**config.mk**
```make
export PLATFORM = sky130hd
export DESIGN_NAME = debouncer_multi
export DESIGN_NICKNAME = d
export VERILOG_FILES = /design/src/rtl/debouncer_multi.sv
export SDC_FILE = /design/constraint.sdc
export NUM_CORES = 1
export LEC_CHECK = 0
export CAP_MARGIN = 10
export CORE_MARGIN = 10
export CORE_UTILIZATION = 38
export DETAILED_ROUTE_END_ITERATION = 6
export GPL_TIMING_DRIVEN = 1
export PLACE_DENSITY = 0.53
export SYNTH_ARGS = -nofsm -noshare
export SYNTH_HDL_FRONTEND = slang
export SYNTH_SLANG_ARGS = --single-unit
```
**constraint.sdc**
```tcl
create_clock -name clk -period 2.15 [get_ports clk]
set_input_delay 0.43 -clock clk [delete_from_list [all_inputs] [get_ports clk]]
set_output_delay 0.43 -clock clk [all_outputs]
set_load 0.005 [all_outputs]
```
**src/rtl/debouncer_multi.sv**
```systemverilog
// ---------------------------------------------------------------------------
// debouncer_multi
//
// Multi-channel push-button / switch debouncer. All channels share a single
// sample-tick divider. Each raw input is brought into the clock domain through
// a 2-FF synchroniser and then filtered. A channel's debounced level only
// changes after STABLE_CNT consecutive sample ticks that disagree with it. A
// registered one-clock rise or fall pulse marks each change.
//
// Parameters:
//   N_CH        number of independent channels (>= 1)
//   TICK_DIV    clk cycles per sample tick (>= 1, 1 = tick every cycle)
//   STABLE_CNT  consecutive differing samples needed to flip an output (>= 1)
//
// Ports:
//   clk      system clock, all state on the rising edge
//   rst_a_p  asynchronous active-high reset
//   en       sample enable, 0 freezes the divider and all channel state
//   din      raw asynchronous inputs, bit i = channel i
//   dout     debounced level per channel
//   rise     one-clk pulse when dout[i] goes 0->1
//   fall     one-clk pulse when dout[i] goes 1->0
//   tick     sample strobe, high one clk per TICK_DIV cycles while en=1
// ---------------------------------------------------------------------------
module debouncer_multi #(
    parameter int N_CH       = 4,
    parameter int TICK_DIV   = 5000,
    parameter int STABLE_CNT = 4
) (
    input  logic            clk,
    input  logic            rst_a_p,
    input  logic            en,
    input  logic [N_CH-1:0] din,
    output logic [N_CH-1:0] dout,
    output logic [N_CH-1:0] rise,
    output logic [N_CH-1:0] fall,
    output logic            tick
);

    // A divide-by-1 still needs a one-bit counter so that the compare is legal.
    localparam int DIV_W = (TICK_DIV > 1) ? $clog2(TICK_DIV) : 1;
    localparam int CNT_W = $clog2(STABLE_CNT + 1);

    localparam logic [DIV_W-1:0] DIV_LAST = DIV_W'(TICK_DIV - 1);
    localparam logic [CNT_W-1:0] CNT_LAST = CNT_W'(STABLE_CNT - 1);

    logic [DIV_W-1:0] div_cnt;
    logic [N_CH-1:0]  sync_s1;
    logic [N_CH-1:0]  sync_s2;
    logic [CNT_W-1:0] cnt [N_CH];

    // Two-stage synchroniser. It runs regardless of en so that the channel
    // logic always sees a settled, recent copy of the pins.
    always_ff @(posedge clk or posedge rst_a_p) begin
        if (rst_a_p) begin
            sync_s1 <= '0;
            sync_s2 <= '0;
        end else begin
            sync_s1 <= din;
            sync_s2 <= sync_s1;
        end
    end

    // Shared sample-tick divider. tick is registered, so it is high in the
    // cycle after the counter reaches its last value. With en low the phase
    // is held, and re-enabling resumes exactly where it stopped.
    always_ff @(posedge clk or posedge rst_a_p) begin
        if (rst_a_p) begin
            div_cnt <= '0;
            tick    <= 1'b0;
        end else if (en) begin
            if (div_cnt == DIV_LAST) begin
                div_cnt <= '0;
                tick    <= 1'b1;
            end else begin
                div_cnt <= div_cnt + 1'b1;
                tick    <= 1'b0;
            end
        end else begin
            tick <= 1'b0;
        end
    end

    // Per-channel stability filter. On every tick, any sample that agrees
    // with the current output restarts that channel's count. Only a run of
    // STABLE_CNT disagreeing samples flips the output, and the flip fires
    // the matching edge pulse. The pulses default low on every other edge,
    // so each one lasts exactly one clock.
    // en is also checked here. A tick that was already registered when en
    // dropped therefore cannot move any channel state while the block is
    // frozen.
    always_ff @(posedge clk or posedge rst_a_p) begin
        if (rst_a_p) begin
            for (int i = 0; i < N_CH; i++) begin
                cnt[i] <= '0;
            end
            dout <= '0;
            rise <= '0;
            fall <= '0;
        end else begin
            rise <= '0;
            fall <= '0;
            if (tick && en) begin
                for (int i = 0; i < N_CH; i++) begin
                    if (sync_s2[i] == dout[i]) begin
                        cnt[i] <= '0;
                    end else if (cnt[i] == CNT_LAST) begin
                        cnt[i]  <= '0;
                        dout[i] <= sync_s2[i];
                        rise[i] <= sync_s2[i];
                        fall[i] <= ~sync_s2[i];
                    end else begin
                        cnt[i] <= cnt[i] + 1'b1;
                    end
                end
            end
        end
    end

endmodule

```
==> results.cfg, run 1 <==
[final_layout]
drive_above_1_share = 0.1144
nNetsFinal = 212
n_antenna_cell = 0
syn2layout_area_growth_pct = 20.50
fill_cells = 490

[cts]
clock-root-buffer = clkbuf_8
clock_path_buffers = 2
htreeDepth = 2
tritoncts = done
cts_hold_buffers = 0
clock_latency_ns = 0.29
cts_resized = 0
cts_buffers = 5
clk_pin_slew_ns = 0.08
clock-sinks = 46
post_cts_buffers = 0

[power]
power.density_mw_per_mm2 = 701.6
power_mw = 1.677
cellLeakagePower_nw = 1.014
ir_drop_uv = 331.1

[floorplan]
io_pins = 20
initial_core_util = 0.3908
rows = 26
die_y_um = 92.24
die-area_mm2 = 0.008508
chipWidth_um = 92.24
core_mm2 = 0.005075

[timing]
finalSetupViolCount = 0
skew_ns = 0.005908
slew_viol_final = 0
rsz0062_at_grt = false
worstMarginPinSlew_ns = 0.4134
finalCritPeriodShare = 0.8499
period_minus_slack_ns = 1.827
hold_viol = 0
setup_tns_ns = 0
relSlewSlack = 0.7218
fin_ws_ns = 0.3228
fmax_mhz = 547.3

[routing]
ant_nets = 0
num_vias = 1361
route.detailed.drc = 0
wire_per_inst_um = 13.34
drt_iter0_markers = 33
drt_first_pass_iters = 4
avgViaCountPerCell = 5.022
wirelength_mm = 3.614

[global_route]
gr-max-usage-layer = met2
grt_pass1_vias = 1378
antenna_found_initial = 0
grt_max_degree = 47
grt_usage = 0.09174
use_met2 = 0.1647
grt_util_met1 = 0.09531
grt-ovfl-total = 0
grt_use_met3 = 0.03097
grt_first_pass_wirelength_mm = 6.382

[place]
pre_cts_ws_ns = 0.1323
dp_hpwl_mm = 2.646
portBuffers = 19
routabilityCongestion = 0.7899

[synth]
yosys_warnings = 0
netlist_top_cells_area = dfrtp_1 58%, o21ai_0 4.0%, nand2_1 3.6%, ha_1 3.2%, nor3b_1 3.0%
ys_ff_latch = 46
synth.net_count = 184
avgSynthCellArea_um2 = 11.53
synth_cell_types = 34
yosys.area.top_type_share = 0.5804
syn_area_mm2 = 0.001983
postSynthCellCount = 172
synth.largest_area_cell = dfrtp_1
ys_seq_area_frac = 0.5804

[critical_path]
worstPathArrival_ns = 1.99
end_kind = flip-flop
cp_max_fo = 4
slowest_stage = or4bb_2
cp_data_required_time_ns = 2.31
critPathMaxStageDelay_ns = 0.66
path_cells = ha_1, or4bb_2, nor4_4, a21oi_1
path_class = reg -> reg
cp-start-kind = flip-flop

[run]
max_cap_viol_count = 0

[status]
outcome = finished clean

[min_path]
worstHoldPathType = reg -> reg
[sequential cells by signal, indices dropped and copies added, names as in the netlist]
name	flops
sync_s2	4
tick	1
sync_s1	4
rise	4
fall	4
cnt	12
div_cnt	13
dout	4
[synthesized netlist by cell type, drive strengths merged]
cell,n
mux2,4
or2,1
xor2,5
nor4,5
a2111oi,2
o21ai,16
o31ai,1
o21a,1
nand4b,2
inv,9
or4bb,1
dfrtp,46
a21oi,5
nor3b,8
or4b,1
nand4,3
buf,1
nand3,6
or3,5
nand2b,5
and2,4
o2bb2ai,1
ha,5
nand2,19
nor3,1
or4,2
nor2,2
a21o,2
nor2b,2
xnor2,5
clkbuf,2
[cells by family after synthesis]
family | Yosys count | share of synthesized area
AO/OA/AOI/OAI | 28 | 0.08770
adder cells (fa/ha/maj) | 5 | 0.03155
buffers and inverters | 12 | 0.02334
multiplexers | 4 | 0.02271
AND/OR/NAND/NOR | 67 | 0.2101
flip-flops | 46 | 0.5804
XOR/XNOR | 10 | 0.04416
[power by group]
part,internal (mW),switching [mW]
Combinational,0.0701,0.0710
Sequential,0.919,0.0836
Clock,0.259,0.273
[routing by layer]
| layer | wire (um) | vias up | share of wire |
|---|---|---|---|
| met3 | 166 | 6 | 0.046 |
| met5 | 0 | - | 0 |
| met1 | 1467 | 676 | 0.41 |
| met2 | 1918 | 23 | 0.53 |
| li1 | - | 656 | - |
| met4 | 61 | 0 | 0.017 |
[placed cells by master, fill, tap and decap left out, types with 6 or more instances in the layout]
cell type	synthesis	routed
dfrtp_1	46	46
nand2_1	19	19
clkdlybuf4s50_1	0	19
o21ai_0	16	16
inv_1	9	8
nor3b_1	8	8
clkbuf_8	0	6
[per-stage QoR]
stage | cell area, um2 | utilization | cells | hold WS [ns]
2_1_floorplan | 1983 | - | 172 | 0.3312
6_report | 2390 | 0.4709 | 271 | 0.3518
3_3_place_gp | 2298 | 0.4529 | 263 | 0.3337
5_1_grt | 2390 | 0.4709 | 271 | 0.3590
4_1_cts | 2390 | 0.4709 | 271 | 0.3536
3_5_place_dp | 2298 | 0.4529 | 263 | 0.3347
[critical path, delay by kind of cell, from the launching register on]
kind            cells  cell delay (ns)
simple gates        2             0.97
flops               1             0.40
fa+ha+maj           1             0.23
compound gates      1             0.09
[final timing paths]
check / startpoint / endpoint / slack (ns) / depth (start not counted)
worst max-delay path: div_cnt[0] / div_cnt[8] / 0.32 / 4
min in group asynchronous: rst_a_p / sync_s1[1] / 0.48 / 3
worst min-delay path: sync_s1[3] / sync_s2[3] / 0.35 / 0
worst min register to register: sync_s1[3] / sync_s2[3] / 0.35 / 0
max in group asynchronous: rst_a_p / sync_s2[3] / 1.46 / 3
worst max register to register: div_cnt[0] / div_cnt[8] / 0.32 / 4
[area by class of cell]
cell class | count | area (um2) | area share
Sequential cell | 46 | 1151 | 0.4817
Multi-Input combinational cell | 114 | 785.8 | 0.3288
Timing Repair Buffer | 24 | 240.2 | 0.1005
Tap cell | 70 | 87.58 | 0.03665
Clock buffer | 7 | 86.33 | 0.03613
Inverter | 9 | 33.78 | 0.01414
Clock inverter | 1 | 5.005 | 0.002094
No activity file was read; power rests on OpenSTA's default activity.
==> inputs of run 2 (changes only) <==
clock period = 1.92 ns   (was 2.15 ns; I/O delays follow)
==> run 2 against run 1 <==
  * Non-clock buffer count is 3 higher
  * Global-route usage decreased by 0.18 points
  * Count of clock-buffer cells in the layout is the same
  * Worst setup slack worse by 0.12 ns
  * Via count shrank 1.8%
  * Worst hold slack got worse by 0.0013 ns
  * Clock skew shrank 0.00071 ns
  * Critical path type unchanged
==> results.cfg, run 2 (synthesis results as in run 1) <==
[cts]
cts_hold_buffers = 0
cts_resized = 0
clk_pin_slew_ns = 0.08
clock-sinks = 46
clock_path_buffers = 2
tritoncts = done
clock_latency_ns = 0.29
post_cts_buffers = 0
clock-root-buffer = clkbuf_8
htreeDepth = 2
cts_buffers = 5

[timing]
relSlewSlack = 0.7391
finalCritPeriodShare = 0.8964
fin_ws_ns = 0.1989
fmax_mhz = 581.0
setup_tns_ns = 0
skew_ns = 0.005199
period_minus_slack_ns = 1.721
slew_viol_final = 0
hold_viol = 0
rsz0062_at_grt = false
finalSetupViolCount = 0
worstMarginPinSlew_ns = 0.3882
holdWs_ns = 0.3505

[critical_path]
startpoint = div_cnt[0]
cp-start-kind = flip-flop
slowest_stage = or4bb_2
r2r_cells = 4
path_class = reg -> reg
worstPathArrival_ns = 1.88
cp_num_buf_inv = 0
critPathMaxStageDelay_ns = 0.64
cp_top_family = simple AND/OR/NAND/NOR gates
cp_max_fo = 4
r2r_slack_ns = 0.20
path_cells = ha_1, or4bb_2, nor4_4, a21oi_1
cp_data_required_time_ns = 2.08
worstReg2RegStart = div_cnt[0]
end_kind = flip-flop
r2r-end = div_cnt[7]

[place]
dp_hpwl_mm = 2.600
portBuffers = 19
pre_cts_ws_ns = -0.02734
routabilityCongestion = 0.8476

[min_path]
hold_start = sync_s1[0]
worstHoldEndpoint = sync_s2[0]
worstHoldPathType = reg -> reg
hold_depth = 0

[run]
max_cap_viol_count = 0

[power]
combPwrFrac = 0.091
swShare = 0.2530
cellLeakagePower_nw = 1.029
power.density_mw_per_mm2 = 782.5
power.internal_mw = 1.410
clkPwrFrac = 0.313
power.share.sequential = 0.596
ir_drop_uv = 350.7
switchingPower_mw = 0.4776

[floorplan]
chipWidth_um = 92.24
initial_core_util = 0.3908
rows = 26
core_mm2 = 0.005075
io_pins = 20
die_y_um = 92.24
die-area_mm2 = 0.008508

[final_layout]
fill_cells = 475
largestRegisters = div_cnt (13), cnt (12)
nNetsFinal = 215
largest_reg_flops = 13
drive_above_1_share = 0.1275
multi_input_area_um2 = 785.8
seqCellArea_mm2 = 0.001151
mostFrequentLayoutCell = dfrtp_1
n_antenna_cell = 0
syn2layout_area_growth_pct = 21.64
regMostFlops = div_cnt
most-common-layout-cells = 46 x dfrtp_1, 19 x nand2_1, 19 x clkdlybuf4s50_1

[routing]
drt_first_pass_iters = 4
num_vias = 1337
wire_per_inst_um = 12.96
route.detailed.drc = 0
ant_nets = 0
avgViaCountPerCell = 4.880
wirelength_mm = 3.550
drt_iter0_markers = 24

[global_route]
grt_max_degree = 47
antenna_found_initial = 0
grt-ovfl-total = 0
grt_usage = 0.08999
grt_first_pass_wirelength_mm = 6.223
grt_pass1_vias = 1373

[status]
outcome = finished clean
## run 2: worst reg2reg max path: cells and delay by family (launching register included)
| family | cells | cell delay, ns |
|---|---|---|
| AND/OR/NAND/NOR | 2 | 0.93 |
| flip-flops | 1 | 0.40 |
| adder cells (fa/ha/maj) | 1 | 0.18 |
| AO/OA/AOI/OAI | 1 | 0.09 |
## run 2: final cells by class
cell class | instances | area share
sequential | 46 | 0.4772
tap | 70 | 0.03631
clock buffer | 7 | 0.03579
timing repair buffer | 27 | 0.1089
multi-input combinational | 114 | 0.3257
inverter | 9 | 0.01400
clock inverter | 1 | 0.002075
## run 2: power by group through the flow
stage	logic, mW	clock network, mW	registers, mW
global route	0.199	0.665	1.14
floorplan	0.117	0	1.12
detailed placement	0.175	0	1.14
global placement	0.172	0	1.14
finish	0.172	0.591	1.12
CTS	0.175	0.627	1.12
## run 2: metal layers
metal,vias to the layer above,track usage,share of wire
met5,-,0,0
met4,0,0.03985,0.018
met3,7,0.03341,0.043
met2,13,0.1594,0.52
met1,649,0.09268,0.41
li1,668,-,-
## run 2: stage by stage
| step | power [mW] | cells | util | instance area, um2 |
|---|---|---|---|---|
| 2_1_floorplan | 1.234 | 172 | - | 1983 |
| 3_3_place_gp | 1.313 | 266 | 0.4573 | 2321 |
| 3_5_place_dp | 1.318 | 266 | 0.4573 | 2321 |
| 4_1_cts | 1.927 | 274 | 0.4753 | 2412 |
| 5_1_grt | 2.003 | 274 | 0.4753 | 2412 |
| 6_report | 1.888 | 274 | 0.4753 | 2412 |
## run 2: worst max path at each step
stage | end | slack (ns) | depth (start not counted)
3_3_place_gp | dout[1] | 0.02 | 4
6_report | div_cnt[7] | 0.20 | 4
4_1_cts | div_cnt[7] | 0.18 | 4
5_1_grt | div_cnt[3] | 0.08 | 3
2_1_floorplan | div_cnt[12] | 0.26 | 4
3_5_place_dp | div_cnt[7] | -0.03 | 5
==> RTL change 1: new RTL, flow settings as in run 1 <==
Set the parameter `TICK_DIV` to 1250 (it was 5000).
--- a/src/rtl/debouncer_multi.sv
+++ b/src/rtl/debouncer_multi.sv
@@ -25,5 +25,5 @@
 module debouncer_multi #(
     parameter int N_CH       = 4,
-    parameter int TICK_DIV   = 5000,
+    parameter int TICK_DIV   = 1250,
     parameter int STABLE_CNT = 4
 ) (
Function: no difference found for any inputs over 10 cycles, from zero or initial values and one cycle with rst_a_p high; that may be too few to reach the edited logic, so the function may still have changed.
==> RTL change 1 against run 1 <==
- sequential cell count shrank 2
- critical path type is now in2reg
- synthesized area is 7.3% lower
- final cell count decreased by 13%
- largest power group unchanged
- setup slack gained 130 ps
- critical path depth grew 1
- wire length fell by 13%
- register-to-register slack improved by 290 ps
- hold slack improved by 1.0 ps
- power decreased by 7.6%
- final area down 9.0%
- largest cell class unchanged
==> RTL change 1: results (changes against run 1) <==
Vias: 1,237 (-9.1%)
DR top layer: met4
Final core occ: 46.3% (-0.74 points)
Worst Setup SP: en
Number of setup buffers added after CTS: 0 (unchanged)
Clk buf depth: 2 (unchanged)
Compound-Gate Fraction of Synth Area: 7.56% (-1.2 points)
Met2 Track Usage GR: 16.6% (+0.086 points)
Top cells by area, synth: dfrtp_1 (60%), ha_1 (4.1%), nand2_1 (3.5%), nor3b_1 (3.3%), xor2_1 (2.9%)
Synth Instances: 159 (-7.6%)
RD Place Congestion: 0.783 (-0.87%)
Min Hold Slack: 353 ps (+1.02 ps)
Least-Margin Pin Slew: 342 ps (-71.4 ps)
Critical-path maximum fanout: 9 (+5)
Fillers: 446 (-9.0%)
Cells after DPL: 232 (-12%)
Drt total wl: 3160 microns (-13%)
Global routing usage on met3: 3.46% (+0.37 points)
Max Freq: 0.589 GHz (+7.6%)
Syn nets: 172 (-6.5%)
Wire per inst: 13.3 microns (-0.11%)
Reg2reg end: div_cnt[10]
WL met3: 114 microns (-31%)
Skew final: 3.69 ps (-2.21 ps)
Largest net degree at the start of global routing: 28 (-40%)
Layout cells sized above 1: 8.74% (-2.7 points)
Diodes inserted: 0 (unchanged)
Synth Area in Adders: 4.08% (+0.93 points)
VDD IR-drop max: 381 uV (+15%)
Placed Area: 2110 sq um (-8.4%)
Net count, final: 198 (-6.6%)
CTS clk-pin slew, worst paths: 70 ps
Number of global-route vias before repair: 1,289 (-6.5%)
Hold endpoint: sync_s2[2]
Outcome: finished, final reports clean
Hold path start: sync_s1[2]
Synth cell types: 31 (-8.8%)
Worst skew pair latency: 290 ps (about the same)
Met1 wire length: 1280 microns (-13%)
Met2 WL: 1700 microns (-11%)
Mux cell area share after synthesis: 2.45% (+0.18 points)
Gr usage total: 9.37% (+0.20 points)
Reg2reg setup slack: 610 ps (+290 ps)
DP Wirelength: 2370 microns (-10%)
H-tree levels: 2 (unchanged)
Area share of xor/xnor cells in the synthesized design: 3.81% (-0.60 points)
First-pass GRT wire length: 5800 microns (-9.2%)
Met1 Use GR: 9.77% (+0.24 points)
Setup WS pre-CTS: 129 ps (-3.04 ps)
Final Hold Violating Endpoints: 0 (unchanged)
Sequential fraction of the synthesis area: 59.9% (+1.9 points)
Pint: 1.16 mW (-7.1%)
Worst setup path end: div_cnt[10]
Static leakage: 0.963 nW (-5.0%)
Largest registers: cnt: 12 flops, div_cnt: 11 flops
Drt first-iter violations: 73 (+120%)
Most frequent cells after synthesis: dfrtp_1 (44), nand2_1 (17), o21ai_1 (10)
==> RTL change 1: worst max-delay path, cell delays in order <==
cell and delay (ps):
clkdlybuf4s50_1 500, buf_4 170, nand3_1 160, or4_1 490, a21oi_1 150
==> RTL change 1: area by class of cell <==
class / instances / area share (%)
inverters: 7 / 1.21
multi-input cells: 105 / 32.1
well taps: 54 / 3.11
repair buffers: 22 / 9.78
clock buffers: 5 / 3.16
flip-flops and latches: 44 / 50.6
==> RTL change 1: logic make-up (layout without fill, tap and decap cells) <==
logic type	count (synthesis)	after routing
mux	4	4
flops	44	44
xor+xnor	8	8
compound gates	27	27
simple gates	60	60
fa+ha+maj	6	6
buf+inv	10	34
==> RTL change 1: power groups by stage <==
stage	Clock, mW	Sequential (mW)	Combinational, mW
after floorplan	0	0.955	0.104
after global placement	0	0.970	0.136
after detailed placement	0	0.973	0.142
after CTS	0.477	0.957	0.143
after global routing	0.518	0.971	0.160
final	0.455	0.957	0.139
==> RTL change 2: new RTL, config.mk and constraints of run 1 <==
Without the edit above. Add an input register stage for `en` and `din`, without a reset; this delays them by one clock. Comments in the files are not updated.
--- a/src/rtl/debouncer_multi.sv
+++ b/src/rtl/debouncer_multi.sv
@@ -45,4 +45,12 @@
     localparam logic [CNT_W-1:0] CNT_LAST = CNT_W'(STABLE_CNT - 1);
 
+    logic en_q;
+    logic [N_CH-1:0] din_q;
+
+    always_ff @(posedge clk) begin
+        en_q  <= en;
+        din_q <= din;
+    end
+
     logic [DIV_W-1:0] div_cnt;
     logic [N_CH-1:0]  sync_s1;
@@ -57,5 +65,5 @@
             sync_s2 <= '0;
         end else begin
-            sync_s1 <= din;
+            sync_s1 <= din_q;
             sync_s2 <= sync_s1;
         end
@@ -69,5 +77,5 @@
             div_cnt <= '0;
             tick    <= 1'b0;
-        end else if (en) begin
+        end else if (en_q) begin
             if (div_cnt == DIV_LAST) begin
                 div_cnt <= '0;
@@ -101,5 +109,5 @@
             rise <= '0;
             fall <= '0;
-            if (tick && en) begin
+            if (tick && en_q) begin
                 for (int i = 0; i < N_CH; i++) begin
                     if (sync_s2[i] == dout[i]) begin
Check against the original RTL: no difference found for any inputs over 10 cycles, from zero or initial values and one cycle with rst_a_p high; that may be too few to reach the edited logic, so the function may still have changed.
==> RTL change 2 against run 1 <==
- via count fell by 8.7%
- wire length fell by 8.1%
- sequential cell count rose by 5
- synthesized area rose by 0.44%
- setup slack improved by 58 ps
- final area fell by 1.6%
- final cell count fell by 4.4%
- power rose by 11%
- critical path type unchanged
- largest cell class unchanged
==> RTL change 2: results (changes against run 1) <==
Outcome: finished, final reports clean
Net count, final: 201 (-5.2%)
Pint: 1.38 mW (+10%)
Number of global-route vias before repair: 1,292 (-6.2%)
Largest registers: div_cnt: 13 flops, cnt: 12 flops
Synth cell types: 27 (-21%)
Combinational logic power: 0.189 mW (+34%)
Critical-path maximum fanout: 7 (+3)
VDD IR-drop max: 395 uV (+19%)
Reg2Reg Depth: 3 (-1)
Least-Margin Pin Slew: 610 ps (+196 ps)
Cells after DPL: 252 (-4.2%)
Most frequent cells after synthesis: dfrtp_1 (46), nor2_1 (20), nand2_1 (12)
Top cells by area, synth: dfrtp_1 (58%), dfxtp_1 (5.0%), xnor2_1 (4.0%), nor2_1 (3.8%), ha_1 (3.1%)
Power in sequential cells: 1.12 mW (+12%)
Hold path cells: 0 (unchanged)
Syn nets: 176 (-4.3%)
Number of setup buffers added after CTS: 0 (unchanged)
Fin. max-slew vios: 0 (unchanged)
Critical path arrival: 1940 ps (-50 ps)
TritonCTS Buffers: 5 (unchanged)
PostCTS Resize Cnt: 0 (unchanged)
Worst hold path type: reg2reg
RD Place Congestion: 0.793 (+0.41%)
DP Wirelength: 2460 microns (-7.2%)
Largest net degree at the start of global routing: 20 (-57%)
Yosys warnings: 0 (unchanged)
Worst Setup SP: div_cnt[3]
Static leakage: 1.10 nW (+8.0%)
Setup CP Type: reg2reg
Asr flop ratio synth: 90.2% (-9.8 points)
Fillers: 476 (-2.9%)
CTS clk-pin slew, worst paths: 80 ps (about the same)
Post-route insts no fill: 259 (-4.4%)
Reg2reg end: div_cnt[9]
Reg2reg setup slack: 380 ps (+60 ps)
Drt first-iter violations: 75 (+130%)
Drt total wl: 3320 microns (-8.1%)
Skew final: 6.22 ps (+0.309 ps)
Initial antenna violation count: 0 (unchanged)
Gr usage total: 8.61% (-0.56 points)
H-tree levels: 2 (unchanged)
Sequential fraction of the synthesis area: 62.8% (+4.8 points)
Layout cells sized above 1: 8.99% (-2.4 points)
Via density: 4.80 (-4.5%)
Placed Area: 2260 sq um (-1.5%)
First-pass GRT wire length: 5910 microns (-7.5%)
Hold path start: din_q[3]
Synth Instances: 164 (-4.7%)
Router iterations before antenna repair: 4 (unchanged)
Worst skew pair latency: 300 ps
Hold endpoint: sync_s1[3]
-- RTL change 2: changes by cell type after synthesis, moves of 3 or more --
cell / before / now
a21oi_1: 5 / 1
nand3_1: 4 / 7
or3_1: 5 / 0
a21o_1: 2 / 8
nand2_1: 19 / 12
dfxtp_1: 0 / 5
nand2b_1: 5 / 0
nor2_1: 2 / 20
o21ai_0: 16 / 4
inv_1: 9 / 5
nor3_1: 1 / 6
xnor2_1: 5 / 9
-- RTL change 2: final cells by class --
cell class	instances	share of cell area, %
clock buffers	6	3.51
clock inverters	1	0.213
inverters	5	0.798
multi-input cells	105	29.8
flip-flops and latches	51	53.2
well taps	70	3.73
repair buffers	21	8.73
-- RTL change 2: through the flow --
stage / power, mW / hold slack, ps / setup WS (ps) / utilization [%]
after global routing: 1.96 / 335 / 288 / 46.0
after floorplan: 1.27 / 316 / 541 / -
final: 1.85 / 332 / 381 / 46.0
after global placement: 1.31 / 317 / 428 / 44.3
after detailed placement: 1.33 / 323 / 387 / 44.3
after CTS: 1.87 / 334 / 375 / 46.0
-- RTL change 2: per-layer routing --
metal  GRT usage (%)  vias to the layer above  part of all wire, %
met4            3.86                        0                  1.7
li1                -                      603                    -
met3            3.55                        9                  5.0
met1            9.57                      616                   44
met2            14.2                       14                   49
met5               0                        -                    0
-- RTL change 2: kinds of logic (layout without fill, tap and decap cells) --
group,Yosys count,in the layout,share of synthesized area [%]
AOI/OAI and AO/OA,13,13,4.27
xor gates and xnor gates,15,15,6.60
adders and majority gates,5,5,3.14
buffers and inverters,8,33,2.01
DFF,51,51,62.8
muxes,6,6,3.27
and+or+nand+nor,66,66,17.9
-- RTL change 2: worst max-delay path, stage by stage (launching register included) --
cell	delay [ps]
dfrtp_1	460
or4b_4	590
nor4_4	480
nor3_1	120
